## config.mk

```make
export PLATFORM = sky130hd
export DESIGN_NAME = uart_tx_serializer
export DESIGN_NICKNAME = d
export VERILOG_FILES = /design/src/rtl/uart_tx_serializer.sv
export SDC_FILE = /design/constraint.sdc
export NUM_CORES = 1
export LEC_CHECK = 0
export BUFFER_PORTS_ARGS = -buffer_cell sky130_fd_sc_hd__buf_2
export CAP_MARGIN = 40
export CORE_MARGIN = 3
export CORE_UTILIZATION = 60
export CTS_BUF_LIST = sky130_fd_sc_hd__clkbuf_4
export DETAILED_ROUTE_END_ITERATION = 8
export PLACE_DENSITY_LB_ADDON = 0.1
export SLEW_MARGIN = 20
export SYNTH_ARGS = -nofsm -noshare
export SYNTH_HDL_FRONTEND = slang
export SYNTH_SLANG_ARGS = --single-unit
```

## constraint.sdc

```tcl
create_clock -name CLK -period 5.45 [get_ports CLK]
set_clock_uncertainty 0.2 [all_clocks]
set_input_delay 1.09 -clock CLK [delete_from_list [all_inputs] [get_ports CLK]]
set_output_delay 1.09 -clock CLK [all_outputs]
set_load 0.05 [all_outputs]
```

## src/rtl/uart_tx_serializer.sv

```systemverilog
// UART transmit engine: byte FIFO feeding a start/data/parity/stop serializer.
// Frame configuration is latched per frame; TXD and status outputs are registered.
module uart_tx_serializer #(
  parameter int unsigned FIFO_DEPTH = 16
) (
  input  logic                         CLK,
  input  logic                         RST,
  input  logic [7:0]                   DATA_IN,
  input  logic                         DATA_STROBE,
  output logic                         FULL,
  output logic                         EMPTY,
  output logic [$clog2(FIFO_DEPTH):0]  LEVEL,
  output logic                         OVERRUN,
  input  logic [15:0]                  DIVISOR,
  input  logic [1:0]                   WLEN,
  input  logic                         PEN,
  input  logic                         EPS,
  input  logic                         SPS,
  input  logic                         STP2,
  input  logic                         BRK,
  input  logic                         TXE,
  input  logic                         CTSEN,
  input  logic                         CTS,
  output logic                         TXD,
  output logic                         BUSY
);

  localparam int unsigned AW = $clog2(FIFO_DEPTH);
  localparam int unsigned LW = AW + 1;
  localparam int unsigned DW = 8;
  localparam int unsigned CW = 16;

  typedef enum logic [2:0] {IDLE, START, DATA, PARITY, STOP} state_e;

  logic [DW-1:0] mem_q [FIFO_DEPTH];
  logic [AW-1:0] wr_ptr_q, wr_ptr_d, rd_ptr_q, rd_ptr_d;
  logic [LW-1:0] count_q, count_d;
  logic          full_q, full_d, empty_q, empty_d, overrun_q, overrun_d;
  state_e        state_q, state_d;
  logic [CW-1:0] cnt_q, cnt_d, div_q, div_d;
  logic [2:0]    bit_idx_q, bit_idx_d;
  logic          stop_idx_q, stop_idx_d;
  logic [DW-1:0] shift_q, shift_d;
  logic [1:0]    wlen_q, wlen_d;
  logic          pen_q, pen_d, stp2_q, stp2_d, par_q, par_d;
  logic          txd_q, txd_d, busy_q, busy_d;

  logic          start_c, push_c, load_c, bit_end_c, data_par_c;
  logic [CW-1:0] div_eff_c;
  logic [DW-1:0] head_c, mask_c;

  assign start_c    = !empty_q && TXE && (!CTSEN || CTS);
  assign push_c     = DATA_STROBE && !full_q;
  assign bit_end_c  = (cnt_q == '0);
  assign div_eff_c  = (DIVISOR == '0) ? CW'(1) : DIVISOR;
  assign head_c     = mem_q[rd_ptr_q];
  assign mask_c     = 8'hFF >> (3'd3 - 3'(WLEN));
  assign data_par_c = ^(head_c & mask_c);

  // Next-state, FIFO bookkeeping and registered outputs
  always_comb begin
    state_d    = state_q;
    cnt_d      = cnt_q;
    bit_idx_d  = bit_idx_q;
    stop_idx_d = stop_idx_q;
    shift_d    = shift_q;
    wlen_d     = wlen_q;
    pen_d      = pen_q;
    stp2_d     = stp2_q;
    par_d      = par_q;
    div_d      = div_q;
    load_c     = 1'b0;

    if (state_q != IDLE) begin
      cnt_d = bit_end_c ? CW'(div_q - CW'(1)) : CW'(cnt_q - CW'(1));
    end

    case (state_q)
      IDLE: begin
        if (start_c) load_c = 1'b1;
      end
      START: begin
        if (bit_end_c) begin
          state_d   = DATA;
          bit_idx_d = '0;
        end
      end
      DATA: begin
        if (bit_end_c) begin
          shift_d = shift_q >> 1;
          if (bit_idx_q == 3'(3'(wlen_q) + 3'd4)) begin
            state_d    = pen_q ? PARITY : STOP;
            stop_idx_d = 1'b0;
          end else begin
            bit_idx_d = 3'(bit_idx_q + 3'd1);
          end
        end
      end
      PARITY: begin
        if (bit_end_c) begin
          state_d    = STOP;
          stop_idx_d = 1'b0;
        end
      end
      STOP: begin
        if (bit_end_c) begin
          if (stp2_q && !stop_idx_q) begin
            stop_idx_d = 1'b1;
          end else if (start_c) begin
            load_c = 1'b1;
          end else begin
            state_d = IDLE;
          end
        end
      end
      default: state_d = IDLE;
    endcase

    // Frame launch: pop head byte and snapshot configuration
    if (load_c) begin
      state_d = START;
      shift_d = head_c;
      wlen_d  = WLEN;
      pen_d   = PEN;
      stp2_d  = STP2;
      par_d   = SPS ? ~EPS : (EPS ? data_par_c : ~data_par_c);
      div_d   = div_eff_c;
      cnt_d   = CW'(div_eff_c - CW'(1));
    end

    wr_ptr_d = push_c ? AW'(wr_ptr_q + AW'(1)) : wr_ptr_q;
    rd_ptr_d = load_c ? AW'(rd_ptr_q + AW'(1)) : rd_ptr_q;
    case ({push_c, load_c})
      2'b10:   count_d = LW'(count_q + LW'(1));
      2'b01:   count_d = LW'(count_q - LW'(1));
      default: count_d = count_q;
    endcase
    full_d    = (count_d == LW'(FIFO_DEPTH));
    empty_d   = (count_d == '0);
    overrun_d = DATA_STROBE && full_q;

    case (state_d)
      START:   txd_d = 1'b0;
      DATA:    txd_d = shift_d[0];
      PARITY:  txd_d = par_d;
      default: txd_d = 1'b1;
    endcase
    if (BRK) txd_d = 1'b0;
    busy_d = (state_d != IDLE);
  end

  always_ff @(posedge CLK) begin
    if (RST) begin
      wr_ptr_q   <= '0;
      rd_ptr_q   <= '0;
      count_q    <= '0;
      full_q     <= 1'b0;
      empty_q    <= 1'b1;
      overrun_q  <= 1'b0;
      state_q    <= IDLE;
      cnt_q      <= '0;
      div_q      <= CW'(1);
      bit_idx_q  <= '0;
      stop_idx_q <= 1'b0;
      shift_q    <= '0;
      wlen_q     <= '0;
      pen_q      <= 1'b0;
      stp2_q     <= 1'b0;
      par_q      <= 1'b0;
      txd_q      <= 1'b1;
      busy_q     <= 1'b0;
    end else begin
      wr_ptr_q   <= wr_ptr_d;
      rd_ptr_q   <= rd_ptr_d;
      count_q    <= count_d;
      full_q     <= full_d;
      empty_q    <= empty_d;
      overrun_q  <= overrun_d;
      state_q    <= state_d;
      cnt_q      <= cnt_d;
      div_q      <= div_d;
      bit_idx_q  <= bit_idx_d;
      stop_idx_q <= stop_idx_d;
      shift_q    <= shift_d;
      wlen_q     <= wlen_d;
      pen_q      <= pen_d;
      stp2_q     <= stp2_d;
      par_q      <= par_d;
      txd_q      <= txd_d;
      busy_q     <= busy_d;
    end
  end

  // Storage array carries no reset; occupancy tracking makes stale entries invisible
  always_ff @(posedge CLK) begin
    if (push_c) mem_q[wr_ptr_q] <= DATA_IN;
  end

  assign FULL    = full_q;
  assign EMPTY   = empty_q;
  assign LEVEL   = count_q;
  assign OVERRUN = overrun_q;
  assign TXD     = txd_q;
  assign BUSY    = busy_q;

endmodule

```

* Yosys cells after proc, flatten, opt, wreduce, memory -nomap -nowiden
Memories as Yosys holds them, arrays and structs flattened. A register that Yosys moved wholly into a read port is not among the register bits.
Index checks and enable logic that the tools add are counted.
Widths: inputs -> output; s select.
** Word-level totals
- Register bits :: 70
- RAM bits :: 128
- Word-level logic and storage cells :: 118
- Memories kept :: 1
** Memories
- mem_q :: words 16, bits a word 8, rd ports 1, clocked after Yosys merged registers in 1, write ports 1, RTL line 35 : logic [DW-1:0] mem_q [FIFO_DEPTH];
** Cells by class
- Add/sub/neg operators :: 10
- Eq/ne operators :: 18
- Shift-type cells :: 1
- Mux-type cells :: 41
- Bitwise operators :: 3
- Reduce and logical (&&, ||, !) cells :: 25
** Operators with widths (count)
- $mux 16 :: 4
- $sub 16x1->16 const B :: 3
- $mux 3 :: 12
- $logic_not 16->1 :: 2
- $mux 8 :: 3
- $pmux 3 s5 :: 1
- $mux 1 :: 14
- $ne 2x2->1 const B :: 7
- $eq 3x2->1 const B :: 4
- $pmux 5 s2 :: 1
- $reduce_bool 3->1 :: 3
- $add 4x1->4 const B :: 2
- $and 8x8->8 :: 1
- $mux 4 :: 2
- $reduce_bool 2->1 :: 4
- $reduce_xor 8->1 :: 1
- $shr 8x3->8 const A :: 1
- $eq 3x1->1 const B :: 2
- $pmux 1 s3 :: 2
- $pmux 3 s2 :: 1
- $reduce_and 6->1 :: 1
- $add 5x1->5 const B :: 1
- $eq 5x5->1 const B :: 1
- $logic_and 1x1->1 :: 5
- 16 further kinds :: 20

* Logic depth before layout (Yosys ltp)
Gate-level depths: netlist of the first run.
- Depth in word-level cells :: 11
- Gate-level depth with buffers :: 21
- Gate-level depth less buffers :: 16

* Least setup slack after synthesis of the first run
No wires, ideal clock.
- Kind :: input-to-reg
- From :: input port CTSEN
- To :: register empty_q, in the netlist EMPTY
- Setup time :: 0.070 ns
- Arrival time :: 4.162 ns
- Required time :: 5.180 ns
- Setup slack :: 1.019 ns
- Stages :: 21
- Path buffers :: 5
- Cells stage by stage :: nor2b_1 -> nor3b_1 -> and2_1 -> buf_2 -> nand2_2 -> clkinv_2 -> buf_4 -> buf_2 -> buf_4 -> buf_2 -> ha_1 -> xor2_1 -> ha_1 -> nor4b_1 -> a21oi_1 -> nor2_1 -> a21oi_1 -> nor2_1 -> xnor2_1 -> nor2_1 -> a21oi_1
** On the way
- Cells in the longest elaborated chain, start to end :: 10
- Elaborated cells between the ends (all ways) :: 11
- Classes of those cells :: 2 x eq/ne; 5 x mux; 4 x reduce/logical
** Ends and longest elaborated chain
- start: declaration :: RTL line 22 : input logic CTSEN,
- $logic_not 1->1 * :: RTL line 52 : assign start_c = !empty_q && TXE && (!CTSEN || CTS);
- $logic_or 1x1->1 * :: RTL line 52
- $logic_and 1x1->1 * :: RTL line 52
- $mux 1 * :: RTL line 80, 109
- $mux 1 :: RTL line 107 : if (stp2_q && !stop_idx_q) begin
- $mux 1 :: RTL line 106 : if (bit_end_c) begin
- $pmux 1 s2 * :: RTL line 78 : case (state_q)
- $eq 2x1->1 or $eq 2x2->1 (tied branches) :: RTL line 133 : case ({push_c, load_c})
- $pmux 5 s2 * :: RTL line 133
- $logic_not 5->1 * :: RTL line 139 : empty_d = (count_d == '0);
- end signal: assignment :: RTL line 177 : empty_q <= empty_d;
- end: declaration :: RTL line 38 : logic full_q, full_d, empty_q, empty_d, overrun_q, overrun_d;
Mark *: on every way between the ends. The rest lies on a longest branch, timed or not.
A chain may end at the register's enable or synchronous reset.

* Worst setup path after layout of the first run
Ends and elaborated chain as after synthesis.

==> results of run 1 <==
## power groups by stage
stage	logic (mW)	clock network, mW	registers (mW)
floorplan	0.914	0	1.89
global placement	1.12	0	1.90
detailed placement	1.18	0	1.89
CTS	1.18	1.30	1.86
global route	1.31	1.38	1.87
finish	1.18	1.26	1.86
## flip-flops by register name (all words and copies together) (netlist names), named ones only
name and cells:
pen_q 1, wr_ptr_q 4, OVERRUN 1, LEVEL 5
wlen_q 2, shift_q 8, state_q 3, FULL 1
stp2_q 1, div_q 16, TXD 1, par_q 1
cnt_q 16, mem_q 128, EMPTY 1, stop_idx_q 1
rd_ptr_q 4, bit_idx_q 3, BUSY 1
## worst register-to-register path: stages (launching register included)
cell and delay (ns):
dfxtp_1 0.36, nor4_2 0.39, nand4_2 0.26, o21ai_4 0.34, nand2_2 0.10, clkinv_2 0.30
ha_1 0.33, xor2_1 0.18, ha_1 0.24, nor4b_1 0.29, a21oi_1 0.07, nor2_1 0.10
a21oi_1 0.05, nor2_1 0.12, xnor2_1 0.15, nor2_1 0.08, a21oi_1 0.15
## cells in the final DEF, fill, tap and decap left out, types with 3 or more instances in the layout
cell      synthesis  final
nor4_2            4      4
mux4_2           33     33
nor3b_1           5      5
nand2b_1          6      6
a211oi_1         18     18
a311oi_1          4      4
inv_1             7      7
a21oi_1          64     64
nor2_1           71     71
xnor2_1          19     19
nor3_1           13     13
nand4_1           6      6
buf_2            10     46
nand3_1           8      8
buf_4             3     21
clkinv_1          0     10
o21a_1            3      3
a22o_1            3      3
and3_1            3      3
o21ai_0          22     22
a22oi_1           4      4
clkbuf_4          0     80
o211ai_1          4      4
nand2_1          70     70
xor2_1           10     10
o21ai_1           3      3
dfxtp_1          74     73
mux2i_1           7      7
nor2b_1           5      5
edfxtp_1        128    128
ha_1             10     10
nor4_1            5      5
or3_1             4      4
## final timing paths
path / endpoint / cells after the start / slack [ns]
max: EMPTY / 17 / 1.49
max reg2reg: EMPTY / 16 / 1.70
min reg2reg: div_q[15] / 2 / 0.26
min: div_q[15] / 2 / 0.26
## cells by family after synthesis
kind of cell	count (synthesis)
buf+inv	48
simple gates	216
xor+xnor	31
fa+ha+maj	10
mux	45
compound gates	141
flops	202
## Yosys cell counts, types with 5 or more instances
cell	number	area, um2
xor2_1	10	87.6
nor2b_1	5	31.3
nand2_1	70	263
dfxtp_1	74	1480
clkbuf_1	22	82.6
mux4_2	33	743
nor3_1	13	65.1
a211oi_1	18	135
nand4_1	6	37.5
nor3b_1	5	37.5
nor2_1	71	267
ha_1	10	125
o21ai_0	22	110
inv_1	7	26.3
mux2i_1	7	70.1
xnor2_1	19	166
a21oi_1	64	320
nor4_1	5	31.3
edfxtp_1	128	3840
buf_2	10	50.1
nand3_1	8	40.0
nand2b_1	6	37.5
## layer usage
layer  vias to the layer above  share of wire, %  global-route usage [%]  wire length [um]
li1                       2810                 -                       -                 -
met1                      2892                42                    29.6              7690
met2                       177                51                    40.6              9410
met3                        40               4.8                    4.81               880
met4                         0               2.7                    9.15               503
met5                         -                 0                       0                 0
## metrics by stage
| step | cells | utilization, % | setup slack, ns | hold WS, ns | area (um2) |
|---|---|---|---|---|---|
| 2_1_floorplan | 693 | - | 1.02 | 0.237 | 8810 |
| 3_3_place_gp | 890 | 64.9 | 1.07 | 0.246 | 9150 |
| 3_5_place_dp | 895 | 65.4 | 0.885 | 0.253 | 9220 |
| 4_1_cts | 987 | 70.0 | 1.57 | 0.262 | 9870 |
| 5_1_grt | 995 | 70.5 | 1.18 | 0.287 | 9930 |
| 6_report | 995 | 70.5 | 1.49 | 0.261 | 9930 |
## area by class of cell
class / instances / area [um2] / share of cell area, %
Clock buffer: 80 / 601 / 6.05
Clock inverter: 12 / 53.8 / 0.542
Inverter: 8 / 31.3 / 0.315
Multi-Input combinational cell: 443 / 3250 / 32.7
Sequential cell: 202 / 5330 / 53.6
Tap cell: 180 / 225 / 2.27
Timing Repair Buffer: 70 / 445 / 4.48
==> reports/metrics.yaml, run 1 <==
wl_per_cell_um: 18.6
grtUsageTotal_pct: 23.6
intPower_mw: 2.90
synthFlopType: "edfxtp_1"
area_growth_pct: 12.7
grt_pass1_vias: 5971
io_pins: 47
core-area_um2: 14100
synth_top_family_by_area: "simple AND/OR/NAND/NOR gates"
avgSynthCellArea_um2: 12.7
leakage_nw: 3.50
min-delay-start: "div_q[15]"
worstHoldPathType: "reg -> reg"
core.rowCount: 43
die_h_um: 127
drc: 0
total_power_mw: 4.30
cp_slowest_cell: "nor3b_1"
synthSimpleGateAreaFrac_pct: 11.8
num_vias: 5919
htree_levels: 2
syn_area_um2: 8810
final.setup.tns_ns: 0
antenna_found_initial: 0
pwr-share-comb_pct: 27.5
synthArstFlopShare_pct: 0
switchingPower_mw: 1.40
synth_fa_ha_area_share_pct: 1.42
arrival_ns: 4.33
cts_resized: 0
insertion_delay_ns: 0.66
syn_inst: 693
ctsRootBufferMaster: "clkbuf_4"
worst_pin_slew_ns: 0.818
gp_congestion: 0.882
first_iter_violations: 472
numCtsBuffers: 51
clk_path_buf_depth: 3
ys_ff_latch: 202
max_freq_ghz: 0.253
vias_per_cell: 5.95
syn_nets: 740
clkPwrFrac_pct: 29.2
min_period_ns: 3.96
r2r_start: "cnt_q[15]"
crit_buf_inv: 2
fillers: 991
die-area_um2: 16200
layout-drive-gt1-share_pct: 25.4
worstSetupStartpointType: "input pin"
critPathMaxFanout: 26
setup.worst_path.end_class: "register"
max-cap-violations: 0
drtPass1Iterations: 5
wl_um: 18500
start_util_pct: 62.5
drv_slew: 0
ys_seq_area_share_pct: 60.4
slew_headroom_pct: 45.3
ir_drop_mv: 0.223
setup_viol: 0
n_antenna_cell: 0
synth_edf_count: 128
fp.dieW_um: 127
outcome: "finished, final reports clean"
crit_type: "in -> reg"
synth_compound_area_share_pct: 10.2
cts_tree: "built"
hold_violations: 0
critPathRequiredTime_ns: 5.82
cts-hold-fix-buffers: 0
nets: 823
p_seq_share_pct: 43.3
grt_pass1_wl_um: 30100
rsz0062_at_grt: "false"
max_stage_delay_ns: 0.45
ant_nets: 0
io_buffer_count: 46
cts.clk_slew.worst_paths_ns: 0.06
yosys_warnings: 0
synthMuxAreaShare_pct: 10.2
grt_max_degree: 40
cts_sinks: 202
grt-ovfl-total: 0
crit_start: "CTSEN"
crit_path_cell_trace: "buf_2, nor2b_1, nor3b_1, and2_1, nand2_2, clkinv_2, ha_1, xor2_1, ha_1, nor4b_1, a21oi_1, nor2_1, a21oi_1, nor2_1, xnor2_1, nor2_1, a21oi_1"
ys_types: 64
power_density_nw_per_um2: 433
dp_hpwl_um: 12500
postCtsSetupRepairBufs: 0
synth_xor_area_share_pct: 3.25
crit_family: "simple AND/OR/NAND/NOR gates"
fin_crit_sh_pct: 72.6
p_sw_share_pct: 32.5
Power figures use the tool's default switching activity.
==> inputs of run 2 (changes only) <==
--- a/config.mk
+++ b/config.mk
@@ -5,10 +5,11 @@
 export SDC_FILE = /design/constraint.sdc
 export NUM_CORES = 1
 export LEC_CHECK = 0
+export ABC_AREA = 1
 export BUFFER_PORTS_ARGS = -buffer_cell sky130_fd_sc_hd__buf_2
 export CAP_MARGIN = 40
 export CORE_MARGIN = 3
-export CORE_UTILIZATION = 60
+export CORE_UTILIZATION = 57
 export CTS_BUF_LIST = sky130_fd_sc_hd__clkbuf_4
 export DETAILED_ROUTE_END_ITERATION = 8
 export PLACE_DENSITY_LB_ADDON = 0.1
==> constraint.sdc (replaced) <==
create_clock -name CLK -period 3.6 [get_ports CLK]
set_clock_uncertainty 0.2 [all_clocks]
set_input_delay 0.72 -clock CLK [delete_from_list [all_inputs] [get_ports CLK]]
set_output_delay 0.72 -clock CLK [all_outputs]
set_load 0.05 [all_outputs]
==> reports/metrics.yaml, run 2 <==
outcome: "finished, final reports clean"
postCtsSetupRepairBufs: 0
avgSynthCellArea_um2: 8.48
synth_fa_ha_area_share_pct: 1.32
hold_violations: 0
worstSetupStartpointType: "register"
final.setup.tns_ns: 0
gp_congestion: 0.870
multi_input_area_um2: 3340
arrival_ns: 3.49
grt_pass1_vias: 7045
rsz0062_at_grt: "false"
area_growth_pct: 12.8
numCtsBuffers: 52
synth_xor_area_share_pct: 0.649
synthTopCellsByCount: "350 x nand2_1, 140 x inv_1, 128 x edfxtp_1"
cts_resized: 0
fillers: 1328
synthArstFlopShare_pct: 0
grt-ovfl-total: 0
htree_levels: 2
syn_area_um2: 9450
synth_top_family_by_area: "simple AND/OR/NAND/NOR gates"
fin_crit_sh_pct: 87.2
ys_seq_area_share_pct: 56.4
first_iter_violations: 564
top_regs: "mem_q x128, cnt_q x16, div_q x16"
setup_viol: 0
synthFlopType: "edfxtp_1"
nets: 1247
fp.dieW_um: 135
worstHoldPathType: "in -> reg"
ir_drop_mv: 0.564
io_pins: 47
worstHoldPathCells: 3
worst_pin_slew_ns: 0.819
insertion_delay_ns: 0.66
max_freq_ghz: 0.319
finalNonFillerCells: 1457
yosysTopAreaCellShare_pct: 40.7
antenna_found_initial: 1
synth_edf_count: 128
r2r_cells: 20
start_util_pct: 58.8
seqCellArea_um2: 5330
core-area_um2: 16100
syn_nets: 1161
critPathMaxFanout: 38
cts_tree: "built"
ctsRootBufferMaster: "clkbuf_4"
min_period_ns: 3.14
cts_sinks: 202
cts-hold-fix-buffers: 0
largest_register_ffs: 128
layout-drive-gt1-share_pct: 16.0
synth_compound_area_share_pct: 7.06
syn_inst: 1114
yosys_warnings: 0
cts.clk_slew.worst_paths_ns: 0.07
slew_headroom_pct: 45.2
fin_hold_ws_ns: 0.107
setup.worst_path.end_class: "register"
drv_slew: 0
regMostFlops: "mem_q"
wl_um: 21600
synth_area_leader_cell: "edfxtp_1"
leakage_nw: 4.74
final_common_cell: "nand2_1"
max-cap-violations: 0
dp_hpwl_um: 14100
mostFrequentLayoutCells: "350 x nand2_1, 140 x inv_1, 128 x edfxtp_1, 106 x nand3_1, 83 x nor2_1"
synthMuxAreaShare_pct: 0.331
dp.cells: 1354
core.rowCount: 46
drc: 0
synthSimpleGateAreaFrac_pct: 26.0
io_buffer_count: 46
ys_ff_latch: 202
num_vias: 7568
drtPass1Iterations: 7
die-area_um2: 18200
crit_type: "reg -> reg"
yosysMostFrequentCell: "nand2_1"
grt_pass1_wl_um: 34500
grtUsageTotal_pct: 24.0
ys_types: 46
wl_per_cell_um: 14.8
clk_path_buf_depth: 3
grt_max_degree: 68
vias_per_cell: 5.19
r2r_slack_ns: 0.46
die_h_um: 135
netlist_top_cells_area: "edfxtp_1 41%, dfxtp_1 16%, nand2_1 14%, nand3_1 5.6%, inv_1 5.6%"
critPathRequiredTime_ns: 3.95
ant_nets: 0
power_density_nw_per_um2: 668
run 2: cell families after synthesis:
logic type	Yosys count
AND/OR/NAND/NOR	583
flip-flops	202
buffers and inverters	193
AO/OA/AOI/OAI	116
adder cells (fa/ha/maj)	10
XOR/XNOR	7
multiplexers	3
run 2: per-layer routing:
layer | vias to the layer above | share of wire (%) | GRT usage (%)
met3 | 34 | 7.5 | 4.73
met2 | 260 | 45 | 37.2
met4 | 0 | 2.0 | 9.05
met5 | - | 0 | 0
met1 | 3459 | 46 | 33.6
li1 | 3815 | - | -
run 2: where the power goes:
group	internal, mW	switching (mW)	total [mW]
Sequential	2.65	0.111	2.76
Combinational	0.752	1.62	2.38
Clock	1.07	0.909	1.98
run 2: path summary, 6_finish.rpt:
check               to        start
max          cnt_q[10]     cnt_q[1]
min            OVERRUN  DATA_STROBE
max reg2reg  cnt_q[10]     cnt_q[1]
min reg2reg   div_q[7]     div_q[7]
run 2: cell type report:
cell class,instances,area share [%]
Antenna cell,1,0.0235
Clock buffer,79,5.57
Clock inverter,15,0.810
Inverter,149,5.25
Multi-Input combinational cell,719,31.4
Sequential cell,202,50.0
Tap cell,216,2.54
Timing Repair Buffer,76,4.46
run 2: critical path, cell delays in order, from the launching register on:
cell      delay (ns)
dfxtp_1         0.31
inv_1           0.07
nand2_1         0.08
nor4_2          0.26
nand2_2         0.20
o21ai_2         0.17
nand2_2         0.07
inv_2           0.06
buf_4           0.36
nand2_1         0.16
nand2_2         0.14
inv_2           0.07
ha_1            0.19
nand3_1         0.13
nor2_2          0.06
inv_2           0.10
nor2_4          0.06
nand3_1         0.07
nand2_1         0.05
o21bai_1        0.16
inv_1           0.05
run 2: metrics by stage:
| step | setup slack (ns) | cell area [um2] | power [mW] | util [%] |
|---|---|---|---|---|
| 4_1_cts | 0.448 | 10600 | 7.15 | 66.0 |
| 5_1_grt | 0.148 | 10700 | 7.59 | 66.3 |
| 2_1_floorplan | 0.195 | 9450 | 4.58 | - |
| 3_3_place_gp | 0.422 | 9880 | 5.12 | 61.5 |
| 6_report | 0.460 | 10700 | 7.11 | 66.3 |
| 3_5_place_dp | 0.437 | 9910 | 5.15 | 61.7 |
